<file path="config.mk">
export PLATFORM = sky130hd
export DESIGN_NAME = ref_row_streamer_flat
export DESIGN_NICKNAME = d
export VERILOG_FILES = /design/src/rtl/ref_row_streamer_if.sv /design/src/rtl/ref_row_streamer.sv /design/src/flat_wrapper.sv
export SDC_FILE = /design/constraint.sdc
export NUM_CORES = 1
export LEC_CHECK = 0
export ABC_AREA = 0
export BUFFER_PORTS_ARGS = -buffer_cell sky130_fd_sc_hd__clkbuf_2
export CAP_MARGIN = 20
export CELL_PAD_IN_SITES_DETAIL_PLACEMENT = 1
export CELL_PAD_IN_SITES_GLOBAL_PLACEMENT = 2
export CORE_ASPECT_RATIO = 0.75
export CORE_MARGIN = 2
export CORE_UTILIZATION = 27
export CTS_BUF_LIST = sky130_fd_sc_hd__clkbuf_4
export CTS_CLUSTER_SIZE = 20
export DETAILED_ROUTE_END_ITERATION = 16
export PLACE_DENSITY_LB_ADDON = 0.1
export SYNTH_ARGS = -nofsm -noshare
export SYNTH_HDL_FRONTEND = slang
export SYNTH_SLANG_ARGS = --single-unit
</file>
<file path="constraint.sdc">
create_clock -name clk -period 2.9 [get_ports clk]
set_input_delay 0.145 -clock clk [delete_from_list [all_inputs] [get_ports clk]]
set_output_delay 0.145 -clock clk [all_outputs]
set_load 0.02 [all_outputs]
</file>
<file path="src/rtl/ref_row_streamer_if.sv">
// Bundle of the block-request, reference-memory read and row-output signals
// between the row streamer (master) and its surroundings (slave).
interface ref_row_streamer_if #(
    parameter int ADDR_W = 10
);
    logic              start;
    logic              abort;
    logic [ADDR_W-1:0] base_addr;
    logic              mem_rd_en;
    logic [ADDR_W-1:0] mem_addr;
    logic [63:0]       mem_rdata;
    logic [119:0]      row_data;
    logic              row_valid;
    logic              row_ready;
    logic [3:0]        row_idx;
    logic              last_row;
    logic              busy;
    logic              done;

    modport master (
        input  start, abort, base_addr, mem_rdata, row_ready,
        output mem_rd_en, mem_addr, row_data, row_valid, row_idx, last_row, busy, done
    );

    modport slave (
        output start, abort, base_addr, mem_rdata, row_ready,
        input  mem_rd_en, mem_addr, row_data, row_valid, row_idx, last_row, busy, done
    );
endinterface

</file>
<file path="src/rtl/ref_row_streamer.sv">
// Streams a block of 120-bit reference rows, each assembled from two 64-bit
// memory words, to a valid/ready consumer.
module ref_row_streamer #(
    parameter int NUM_ROWS = 15,
    parameter int ADDR_W   = 10
) (
    input  logic              clk,
    input  logic              rst,
    ref_row_streamer_if.master bus
);
    localparam logic [2:0] IDLE    = 3'd0;
    localparam logic [2:0] RD_LO   = 3'd1;
    localparam logic [2:0] RD_HI   = 3'd2;
    localparam logic [2:0] WAIT_HI = 3'd3;
    localparam logic [2:0] PRESENT = 3'd4;
    localparam logic [2:0] DONE    = 3'd5;

    localparam logic [3:0] LAST_ROW = 4'(NUM_ROWS - 1);

    logic [2:0]        state_reg;
    logic [2:0]        state_next;
    logic [ADDR_W-1:0] base_reg;
    logic [3:0]        row_reg;
    logic [119:0]      row_data_reg;
    logic              start_ok;
    logic              is_last;
    logic [ADDR_W-1:0] lo_addr;
    logic [ADDR_W-1:0] hi_addr;
    logic              unused_rdata_top;

    // Abort beats start in IDLE; elsewhere start is not looked at.
    assign start_ok = bus.start && !bus.abort;
    assign is_last  = (row_reg == LAST_ROW);

    // Row r occupies words base+2r and base+2r+1; sums wrap naturally.
    assign lo_addr = base_reg + ADDR_W'({row_reg, 1'b0});
    assign hi_addr = lo_addr + {{(ADDR_W-1){1'b0}}, 1'b1};

    // Pixel 15 slot does not exist, so the top byte of the high word is dropped.
    assign unused_rdata_top = &{1'b0, bus.mem_rdata[63:56]};

    always_comb begin
        state_next = state_reg;
        case (state_reg)
            IDLE:    if (start_ok) state_next = RD_LO;
            RD_LO:   state_next = RD_HI;
            RD_HI:   state_next = WAIT_HI;
            WAIT_HI: state_next = PRESENT;
            PRESENT: if (bus.row_ready) state_next = is_last ? DONE : RD_LO;
            DONE:    state_next = IDLE;
            default: state_next = IDLE;
        endcase
        if (state_reg != IDLE && bus.abort) state_next = IDLE;
    end

    always_ff @(posedge clk) begin
        if (rst) begin
            state_reg    <= IDLE;
            base_reg     <= '0;
            row_reg      <= '0;
            row_data_reg <= '0;
        end else begin
            state_reg <= state_next;
            if (state_reg == IDLE && start_ok) begin
                base_reg <= bus.base_addr;
                row_reg  <= '0;
            end
            // An abort cancels any capture or row advance in flight.
            if (!bus.abort) begin
                if (state_reg == RD_HI)
                    row_data_reg[63:0] <= bus.mem_rdata;
                if (state_reg == WAIT_HI)
                    row_data_reg[119:64] <= bus.mem_rdata[55:0];
                if (state_reg == PRESENT && bus.row_ready && !is_last)
                    row_reg <= row_reg + 4'd1;
            end
        end
    end

    always_comb begin
        bus.mem_rd_en = 1'b0;
        bus.mem_addr  = '0;
        if (state_reg == RD_LO) begin
            bus.mem_rd_en = 1'b1;
            bus.mem_addr  = lo_addr;
        end else if (state_reg == RD_HI) begin
            bus.mem_rd_en = 1'b1;
            bus.mem_addr  = hi_addr;
        end
    end

    assign bus.row_data  = row_data_reg;
    assign bus.row_valid = (state_reg == PRESENT);
    assign bus.row_idx   = row_reg;
    assign bus.last_row  = (state_reg == PRESENT) && is_last;
    assign bus.busy      = (state_reg != IDLE);
    assign bus.done      = (state_reg == DONE);
endmodule
</file>
<file path="src/flat_wrapper.sv">
// flat-port wrapper written by rule: the top's interface ports become plain ports
module ref_row_streamer_flat 
#(
    parameter int NUM_ROWS = 15,
    parameter int ADDR_W   = 10
)
  (clk, rst, bus_start, bus_abort, bus_base_addr, bus_mem_rdata, bus_row_ready, bus_mem_rd_en, bus_mem_addr, bus_row_data, bus_row_valid, bus_row_idx, bus_last_row, bus_busy, bus_done);
  ref_row_streamer_if #(.ADDR_W(ADDR_W)) bus_i ();
  input  logic clk;
  input  logic rst;
  input wire logic [$bits(bus_i.start)-1:0] bus_start;
  input wire logic [$bits(bus_i.abort)-1:0] bus_abort;
  input wire logic [$bits(bus_i.base_addr)-1:0] bus_base_addr;
  input wire logic [$bits(bus_i.mem_rdata)-1:0] bus_mem_rdata;
  input wire logic [$bits(bus_i.row_ready)-1:0] bus_row_ready;
  output wire logic [$bits(bus_i.mem_rd_en)-1:0] bus_mem_rd_en;
  output wire logic [$bits(bus_i.mem_addr)-1:0] bus_mem_addr;
  output wire logic [$bits(bus_i.row_data)-1:0] bus_row_data;
  output wire logic [$bits(bus_i.row_valid)-1:0] bus_row_valid;
  output wire logic [$bits(bus_i.row_idx)-1:0] bus_row_idx;
  output wire logic [$bits(bus_i.last_row)-1:0] bus_last_row;
  output wire logic [$bits(bus_i.busy)-1:0] bus_busy;
  output wire logic [$bits(bus_i.done)-1:0] bus_done;
  assign bus_i.start = bus_start;
  assign bus_i.abort = bus_abort;
  assign bus_i.base_addr = bus_base_addr;
  assign bus_i.mem_rdata = bus_mem_rdata;
  assign bus_i.row_ready = bus_row_ready;
  assign bus_mem_rd_en = bus_i.mem_rd_en;
  assign bus_mem_addr = bus_i.mem_addr;
  assign bus_row_data = bus_i.row_data;
  assign bus_row_valid = bus_i.row_valid;
  assign bus_row_idx = bus_i.row_idx;
  assign bus_last_row = bus_i.last_row;
  assign bus_busy = bus_i.busy;
  assign bus_done = bus_i.done;
  ref_row_streamer #(.NUM_ROWS(NUM_ROWS), .ADDR_W(ADDR_W)) u_core (.clk(clk), .rst(rst), .bus(bus_i));
endmodule
</file>
Yosys cells after proc, flatten, opt, wreduce, memory -nomap -nowiden
Cells that the tools add are included.

storage, ports and cells
  bits in registers = 137
  logic and storage cells = 42

cells by class
  add/subtract/negate cells = 3
  equal/unequal tests = 8
  mux-type cells = 11
  bitwise gates (word level) = 1
  reduce and logical (&&, ||, !) cells = 14

operator list
  kind                                                    count
  2-to-1 mux 10 bit                                       2
  one-hot mux 3 bit (5 select lines)                      1
  2-to-1 mux 4 bit                                        3
  adder 10 x 1 -> 10 bit (second input constant)          1
  adder 10 x 5 -> 10 bit                                  1
  2-to-1 mux 3 bit                                        3
  equality test 3 x 2 -> 1 bit (second input constant)    2
  equality test 3 bit (second input constant)             2
  logical AND 1 bit                                       6
  AND reduction 2 bit                                     3
  adder 4 x 1 -> 4 bit (second input constant)            1
  equality test 4 bit (second input constant)             1
  equality test 3 x 1 -> 1 bit (second input constant)    1
  zero test 3 bit                                         1
  nonzero test 3 bit                                      1
  zero test 1 bit                                         2
  2-to-1 mux 1 bit                                        2
  inequality test 2 x 1 -> 1 bit (second input constant)  1
  inequality test 2 bit (second input constant)           1
  OR reduction 2 bit                                      1
  inverter 1 bit                                          1

Longest topological paths before layout
Gate-level depths: netlist of run 1.

  depth in word-level cells = 6
  depth in mapped cells = 8

Worst setup path before layout of run 1
Ideal clock, no wire load.

  kind = reg-to-output
  start = register u_core.row_reg[0] (netlist: u_core.bus.row_idx[0])
  end = output port bus_mem_addr[8]
  data arrival time = 2,423 ps
  required time = 2,755 ps
  path slack = 332 ps
  cell stages (with the launch flop) = 9
  buffers on the path = 0
  cell sequence = dfxtp_1 ha_1 fa_1 a211oi_2 nor2_4 xnor2_2 nor3_2 a31o_2 a31oi_1

on the way
  cells in the longest elaborated chain, start to end = 4

RTL lines
  item                      line                    source
  start, declared           ref_row_streamer.sv:23  logic [3:0] row_reg;
  start signal, assigned    ref_row_streamer.sv:75  row_reg <= row_reg + 4'd1;
  adder 10 x 5 -> 10 bit *  ref_row_streamer.sv:36  assign lo_addr = base_reg + ADDR_W'({row_reg, 1'b0});
  adder 10 x 1 -> 10 bit    ref_row_streamer.sv:37  assign hi_addr = lo_addr + {{(ADDR_W-1){1'b0}}, 1'b1};
  2-to-1 mux 10 bit         ref_row_streamer.sv:86  end else if (state_reg == RD_HI) begin
  2-to-1 mux 10 bit *       ref_row_streamer.sv:83  if (state_reg == RD_LO) begin
  end, declared             flat_wrapper.sv:17      output wire logic [$bits(bus_i.mem_addr)-1:0] bus_mem_addr;

Every way passes the cells marked *; elsewhere a longest branch is shown, timed or not.

Worst setup path in the final report of run 1
  start = register u_core.row_reg[0] (netlist: u_core.bus.row_idx[0])
  end = output port bus_mem_addr[9]

Same word-level chain as after synthesis.

==> run metrics, run 1 <==
status=complete, no violations; Synth area leaders=sky130_fd_sc_hd__dfxtp_1, sky130_fd_sc_hd__nand2_1, sky130_fd_sc_hd__a21oi_1, sky130_fd_sc_hd__buf_2, sky130_fd_sc_hd__clkbuf_1; maximum clock insertion buffer count=2; first-iteration detailed-routing DRC count=192; number of H-tree levels=4; number of antenna violations at the first check in global routing=1; detailed-route wire length=19,300 um; routed via count divided by cell count=~4.6; total number of vias=5,590; final core utilization=0.407; Finished Cell Area=0.00787 sq mm; Post-layout nets=1,048; die area=0.0208 sq mm; share of layout cells above drive strength 1=0.305; clock-pin slew on the worst setup and hold paths=approximately 0.12 ns; wire length of the first global-routing pass=31,000 um; kind of start point of the critical path=register; via count of the first global-routing pass=5,812; final routed wire length divided by cell count=15.7 um; arrival time of the worst setup path=2.72 ns; peak supply drop=0.249 mV; post-route setup TNS=0 ns; 1st-pass router iterations=4; CTS tree=yes; Clock Sink Count=137; most congested layer reported by global routing=met2; placeable core region=0.0193 sq mm; Worst slew margin=0.484; Power Density=approximately 470 mW/mm^2; Num CTS Buffers=17; Setup CP Type=reg -> out; Worst-Margin Slew=0.772 ns; family of cells with the greatest summed delay on the critical path=adder cells; overall die width=166 um; input/output buffers=between 200 and 250; cell with the most instances after synthesis=sky130_fd_sc_hd__nand2_1; combined buffer and inverter count along the critical path=1; area leader, netlist=sky130_fd_sc_hd__dfxtp_1; Tcrit/Tclk final=0.988; synthesis-to-layout area growth=48.3%; synthesized-area fraction occupied by adder cells=0.0203; fmax=349 MHz; global routing met1 resource utilization=0.230; Hold Fails Final Rpt=0; dominant combinational cell family by area after synthesis=simple AND/OR/NAND/NOR gates; DIE HEIGHT=between 100 and 150 um; type of element capturing the critical path=output pin; flop and latch count out of synthesis=137; list of cells traversed by the critical path=ha_4 -> fa_2 -> nand3_2 -> nor2_1 -> nand2_1 -> nor3_4 -> nand4_1 -> a32o_1 -> clkbuf_8; grt met2 use=0.312; Detailed Place HPWL=approximately 13,000 um; final worst clock skew=about 0.013 ns; synth cell count leaders=sky130_fd_sc_hd__nand2_1, sky130_fd_sc_hd__dfxtp_1, sky130_fd_sc_hd__a21oi_1; fraction of synthesized area in multiplexers=0.00189; Congestion Overflow GR=0; Final Total Pwr=3.73 mW; Detail Route Antenna Nets=0; Layout fillers=2,413; row cnt=44; net count after synthesis=between 700 and 800; sequential share of the synthesized area=0.517; Post-Synth Simple-Gate Area=0.240; highest cell delay on the worst timing path=about 0.56 ns; all-layer global routing usage=0.187; flip-flop count of the largest register after layout=120; maximum number of pins on one net before global-route repair=61; effective utilization at floorplan=0.275; Max Slew Vio Count=0; met3 global-route usage=0.0677; area share of xor/xnor cells in the synthesized design=0.0259; Fin Hold WS=0.0986 ns; clock latency of the later-clocked register in the worst-skew pair=0.53 ns; post-layout min period=roughly 2.9 ns; number of warnings reported in the yosys synthesis log=0; leakage power=roughly 3.2 nW; DRC Markers=0; data required time of the worst path=2.76 ns; reported max-cap violation count=0; area fraction in compound gates after synthesis=0.154; boundary pin count=218; post-synthesis average cell area=7.86 sq um; Hold Path Class=in -> reg; master of the slowest instance on the critical path=sky130_fd_sc_hd__fa_2; post-synth top area share=0.517; synthesized instance count=around 680; setup repair after global routing missed its margin=yes; most instantiated flip-flop cell in the synthesis netlist=sky130_fd_sc_hd__dfxtp_1; proportion of register bits with asynchronous set or reset after synthesis=0; Synth Cell Area=0.00531 sq mm; number of setup violations in the final report=0; buffer cell driving the clock tree root=sky130_fd_sc_hd__clkbuf_4; number of flops mapped to enable cells by yosys=0; RePlAce Congestion=0.772; post-synth cell types=43; largest fanout on the critical path=3; placement-stage cell area=0.00662 sq mm
-- layout by cell type, fill, tap and decap left out, drive strengths merged, types with 3 or more instances in the layout --
cell / count
nand2b: 3
ha: 7
bufinv: 3
dlygate4sd3: 76
clkbuf: 230
nand3: 5
dfxtp: 137
nor3: 8
a21oi: 132
xor2: 4
o21ai: 5
clkinv: 7
a211oi: 3
buf: 25
o22ai: 4
nand2: 271
xnor2: 10
inv: 6
nor2: 11
-- worst paths after layout --
check             slack [ns]                                    to  depth (start not counted)                                  from
hold / removal           0.1      u_core.state_reg[0]$_SDFFE_PP0P_                          4                             bus_start
setup / recovery        0.03                       bus_mem_addr[9]                          9      u_core.bus.row_idx[0]$_SDFF_PP0_
setup reg to reg        0.95  u_core.bus.row_data[44]$_SDFFE_PP0P_                          6      u_core.state_reg[2]$_SDFFE_PP0P_
hold reg to reg         0.46  u_core.bus.row_data[79]$_SDFFE_PP0P_                          2  u_core.bus.row_data[79]$_SDFFE_PP0P_
-- stage by stage --
step	instances	setup WS (ns)
global placement	1109	0.338
finish	1228	0.0350
CTS	1227	-0.00193
floorplan	675	0.332
global route	1228	-0.122
detailed placement	1109	0.254
-- layout make-up --
class	count	area, sq um	area share
Clock inverter	15	175	0.0223
Antenna cell	1	2.50	0.000318
Timing Repair Buffer	314	2040	0.259
Inverter	3	11.3	0.00143
Tap cell	253	317	0.0402
Clock buffer	17	128	0.0162
Multi-Input combinational cell	488	2450	0.311
Sequential cell	137	2750	0.350
-- layer usage --
metal / vias up / wire [um]
li1: 2783 / -
met1: 2646 / 8730
met4: 0 / 236
met2: 146 / 9110
met3: 15 / 1230
met5: - / 0
-- worst reg2reg max path, delay by kind of cell, from the launching register on --
kind	cells	cell delay [ns]
compound gates	1	0.14
flops	1	0.49
buf+inv	1	0.41
simple gates	4	0.86
-- power breakdown --
| group | switching (mW) | internal, mW |
|---|---|---|
| Combinational | 0.242 | 0.191 |
| Clock | 0.753 | 0.600 |
| Sequential | 0.0301 | 1.92 |
-- cell families (layout without fill, tap and decap cells) --
logic type               after synthesis  count (layout)
multiplexers                           1               1
buffers and inverters                 50             349
flip-flops                           137             137
AND/OR/NAND/NOR                      312             312
adder cells (fa/ha/maj)                8               8
AO/OA/AOI/OAI                        153             153
other                                  0               1
XOR/XNOR                              14              14
-- repair_timing --
action                     4_1_cts  5_1_grt
buffers inserted                10        0
pin swaps                       16        3
hold endpoints to repair       132        0
hold buffers                    76        0
setup endpoints to repair        6        6
resized for setup               19        8
No activity file was read; power rests on OpenSTA's default activity.
==> run 2, diff against run 1 <==
CAP_MARGIN = 5   (was 20)
clock period = 3 ns   (was 2.9 ns; I/O delays follow)
==> run 2 against run 1 <==
Net effect: critical path depth stayed put; clock skew increased by 0.0076 ns; combinational power shrank 4%; critical path type unchanged; largest cell class unchanged; largest power group unchanged; highest routed layer unchanged.
==> run metrics, run 2 (synthesis results as in run 1) <==
status=complete, no violations (unchanged); share of layout cells above drive strength 1=0.296 (was 0.305); number of H-tree levels=4 (unchanged); die area=0.0208 sq mm (unchanged); cell total after placement=1,106 (was 1,109); most used cells in the layout excluding fill and tap cells=sky130_fd_sc_hd__nand2_1, sky130_fd_sc_hd__clkbuf_2, sky130_fd_sc_hd__dfxtp_1, sky130_fd_sc_hd__a21oi_1, sky130_fd_sc_hd__dlygate4sd3_1 (unchanged); worst reg-to-reg setup slack=0.88 ns (was 0.95 ns); maximum number of pins on one net before global-route repair=55 (was 61); most frequent standard cell in the layout excluding fill and tap cells=sky130_fd_sc_hd__nand2_1 (unchanged); DIE HEIGHT=125 um (unchanged); overall die width=166 um (unchanged); Hold Path Class=in -> reg (unchanged); Power Density=452 mW/mm^2 (was 474 mW/mm^2); effective utilization at floorplan=0.275 (unchanged); wire length of the first global-routing pass=30,900 um (was 31,000 um); placeable core region=0.0193 sq mm (unchanged); boundary pin count=218 (unchanged); placement-stage cell area=0.00662 sq mm (about the same); Setup CP Type=reg -> out (unchanged); hold depth=4 (unchanged); post-layout min period=2.90 ns; Num CTS Buffers=17 (unchanged); row cnt=44 (unchanged); type of element capturing the critical path=output pin (unchanged); Post-layout nets=1,040 (was 1,048); detailed-route wire length=19,100 um (was 19,300 um); Clock Sink Count=137 (unchanged); fin cells=1,218 (was 1,228); largest fanout on the critical path=3 (unchanged); Worst slew margin=0.497 (was 0.484); number of antenna repair diodes=0 (was 1); Detail Route Antenna Nets=0 (unchanged); leakage power=3.18 nW (was 3.23 nW); peak supply drop=0.222 mV (was 0.249 mV); maximum clock insertion buffer count=2 (unchanged); flip-flop count of the largest register after layout=120 (unchanged); via count of the first global-routing pass=5,813 (was 5,812); routed via count divided by cell count=4.57 (was 4.55); destination of the worst hold path=u_core.state_reg[0]$_SDFFE_PP0P_ (unchanged); kind of start point of the critical path=register (unchanged); Finished Cell Area=0.00778 sq mm (was 0.00787 sq mm); Worst-Margin Slew=0.753 ns (was 0.772 ns); total number of vias=5,565 (was 5,590); area taken by flip-flops and latches=0.00275 sq mm (about the same); RePlAce Congestion=0.779 (was 0.772); r2r startpoint=u_core.state_reg[2]$_SDFFE_PP0P_ (unchanged); final worst clock skew=0.0203 ns (was 0.0127 ns); CTS tree=yes (unchanged); capture point of the worst reg-to-reg path=u_core.bus.row_data[88]$_SDFFE_PP0P_ (was u_core.bus.row_data[44]$_SDFFE_PP0P_); Max Slew Vio Count=0 (unchanged); first-iteration detailed-routing DRC count=215 (was 192); setup repair after global routing missed its margin=yes (unchanged); hold path startpoint=bus_start (unchanged); clock latency of the later-clocked register in the worst-skew pair=0.53 ns (about the same); fmax=345 MHz; number of setup violations in the final report=0 (unchanged); area of the multi-input gates=0.00245 sq mm (about the same); buffer cell driving the clock tree root=sky130_fd_sc_hd__clkbuf_4 (unchanged); Detailed Place HPWL=13,200 um (was 13,400 um); arrival time of the worst setup path=2.75 ns (was 2.72 ns); data required time of the worst path=2.85 ns (was 2.76 ns); Layout fillers=2,363 (was 2,413); post-route setup TNS=0 ns (unchanged); 1st-pass router iterations=4 (unchanged); all-layer global routing usage=0.186 (was 0.187); worst-case reg-to-reg path depth=5 (was 6); Tcrit/Tclk final=0.967; final routed wire length divided by cell count=15.7 um (about the same); clock-pin slew on the worst setup and hold paths=0.11 ns (was 0.12 ns); synthesis-to-layout area growth=46.6% (was 48.3%); input/output buffers=217 (unchanged); reported max-cap violation count=0 (unchanged); Final Total Pwr=3.52 mW (was 3.73 mW); Fin Hold WS=0.105 ns (was 0.0986 ns); number of antenna violations at the first check in global routing=0 (was 1); DRC Markers=0 (unchanged); Hold Fails Final Rpt=0 (unchanged); Congestion Overflow GR=0 (unchanged)
-- run 2: changes by cell type in the layout (fill, tap and decap cells not counted), sizes merged --
cell	previous run	this run
buf	25	15
clkbuf	230	234
diode	1	0
clkinvlp	2	3
clkinv	7	6
bufinv	3	2
inv	6	4
-- run 2: per-layer routing --
metal / vias to the layer above / global-route usage / part of all wire
met2: 151 / 0.299 / 0.45
met4: 0 / 0.0583 / 0.019
li1: 2769 / - / -
met1: 2618 / 0.237 / 0.47
met5: - / 0 / 0
met3: 27 / 0.0617 / 0.061
-- run 2: area by class of cell --
| type | count | area share |
|---|---|---|
| repair buffers | 306 | 0.255 |
| clock buffers | 19 | 0.0183 |
| clock inverters | 12 | 0.0164 |
| inverters | 3 | 0.00145 |
| multi-input cells | 488 | 0.314 |
| well taps | 253 | 0.0407 |
| flip-flops and latches | 137 | 0.353 |
-- run 2: report_power, final --
group / total, mW / leakage [nW] / internal [mW] / switching [mW]
Sequential: 1.88 / 1.11 / 1.85 / 0.0295
Clock: 1.22 / 0.142 / 0.506 / 0.710
Combinational: 0.417 / 1.93 / 0.183 / 0.234
Total: 3.52 / 3.18 / 2.54 / 0.973
-- run 2: how the worst max path moves through the flow --
stage | start | to | cells after the start
floorplan | u_core.bus.row_idx[0]$_SDFF_PP0_ | bus_mem_addr[8] | 8
global placement | u_core.bus.row_idx[0]$_SDFF_PP0_ | bus_mem_addr[9] | 9
detailed placement | u_core.bus.row_idx[0]$_SDFF_PP0_ | bus_mem_addr[9] | 9
CTS | u_core.bus.row_idx[1]$_SDFF_PP0_ | bus_mem_addr[9] | 8
global route | u_core.bus.row_idx[2]$_SDFF_PP0_ | bus_mem_addr[9] | 8
finish | u_core.bus.row_idx[0]$_SDFF_PP0_ | bus_mem_addr[8] | 9
-- run 2: repair_timing --
| item | CTS | global route |
|---|---|---|
| endpoints found under the hold margin | 132 | 0 |
| pin swaps | 6 | 4 |
| buffers inserted | 2 | 3 |
| setup endpoints to repair | 4 | 5 |
| hold buffers | 76 | 0 |
| resized for setup | 10 | 7 |
-- run 2: critical path: stages (launching register included) --
cell and delay (ns):
sky130_fd_sc_hd__dfxtp_4 0.37, sky130_fd_sc_hd__ha_4 0.16, sky130_fd_sc_hd__fa_2 0.41, sky130_fd_sc_hd__a211oi_4 0.29, sky130_fd_sc_hd__nor2_4 0.09, sky130_fd_sc_hd__xnor2_4 0.25, sky130_fd_sc_hd__nor3_4 0.08, sky130_fd_sc_hd__a31o_2 0.27
sky130_fd_sc_hd__a31oi_2 0.15, sky130_fd_sc_hd__buf_4 0.17
-- run 2: metrics by stage --
| step | utilization | setup WS (ns) |
|---|---|---|
| detailed placement | 0.343 | 0.379 |
| CTS | 0.399 | -0.0197 |
| finish | 0.403 | 0.0988 |
| global route | 0.403 | -0.0732 |
| floorplan | - | 0.427 |
| global placement | 0.343 | 0.438 |
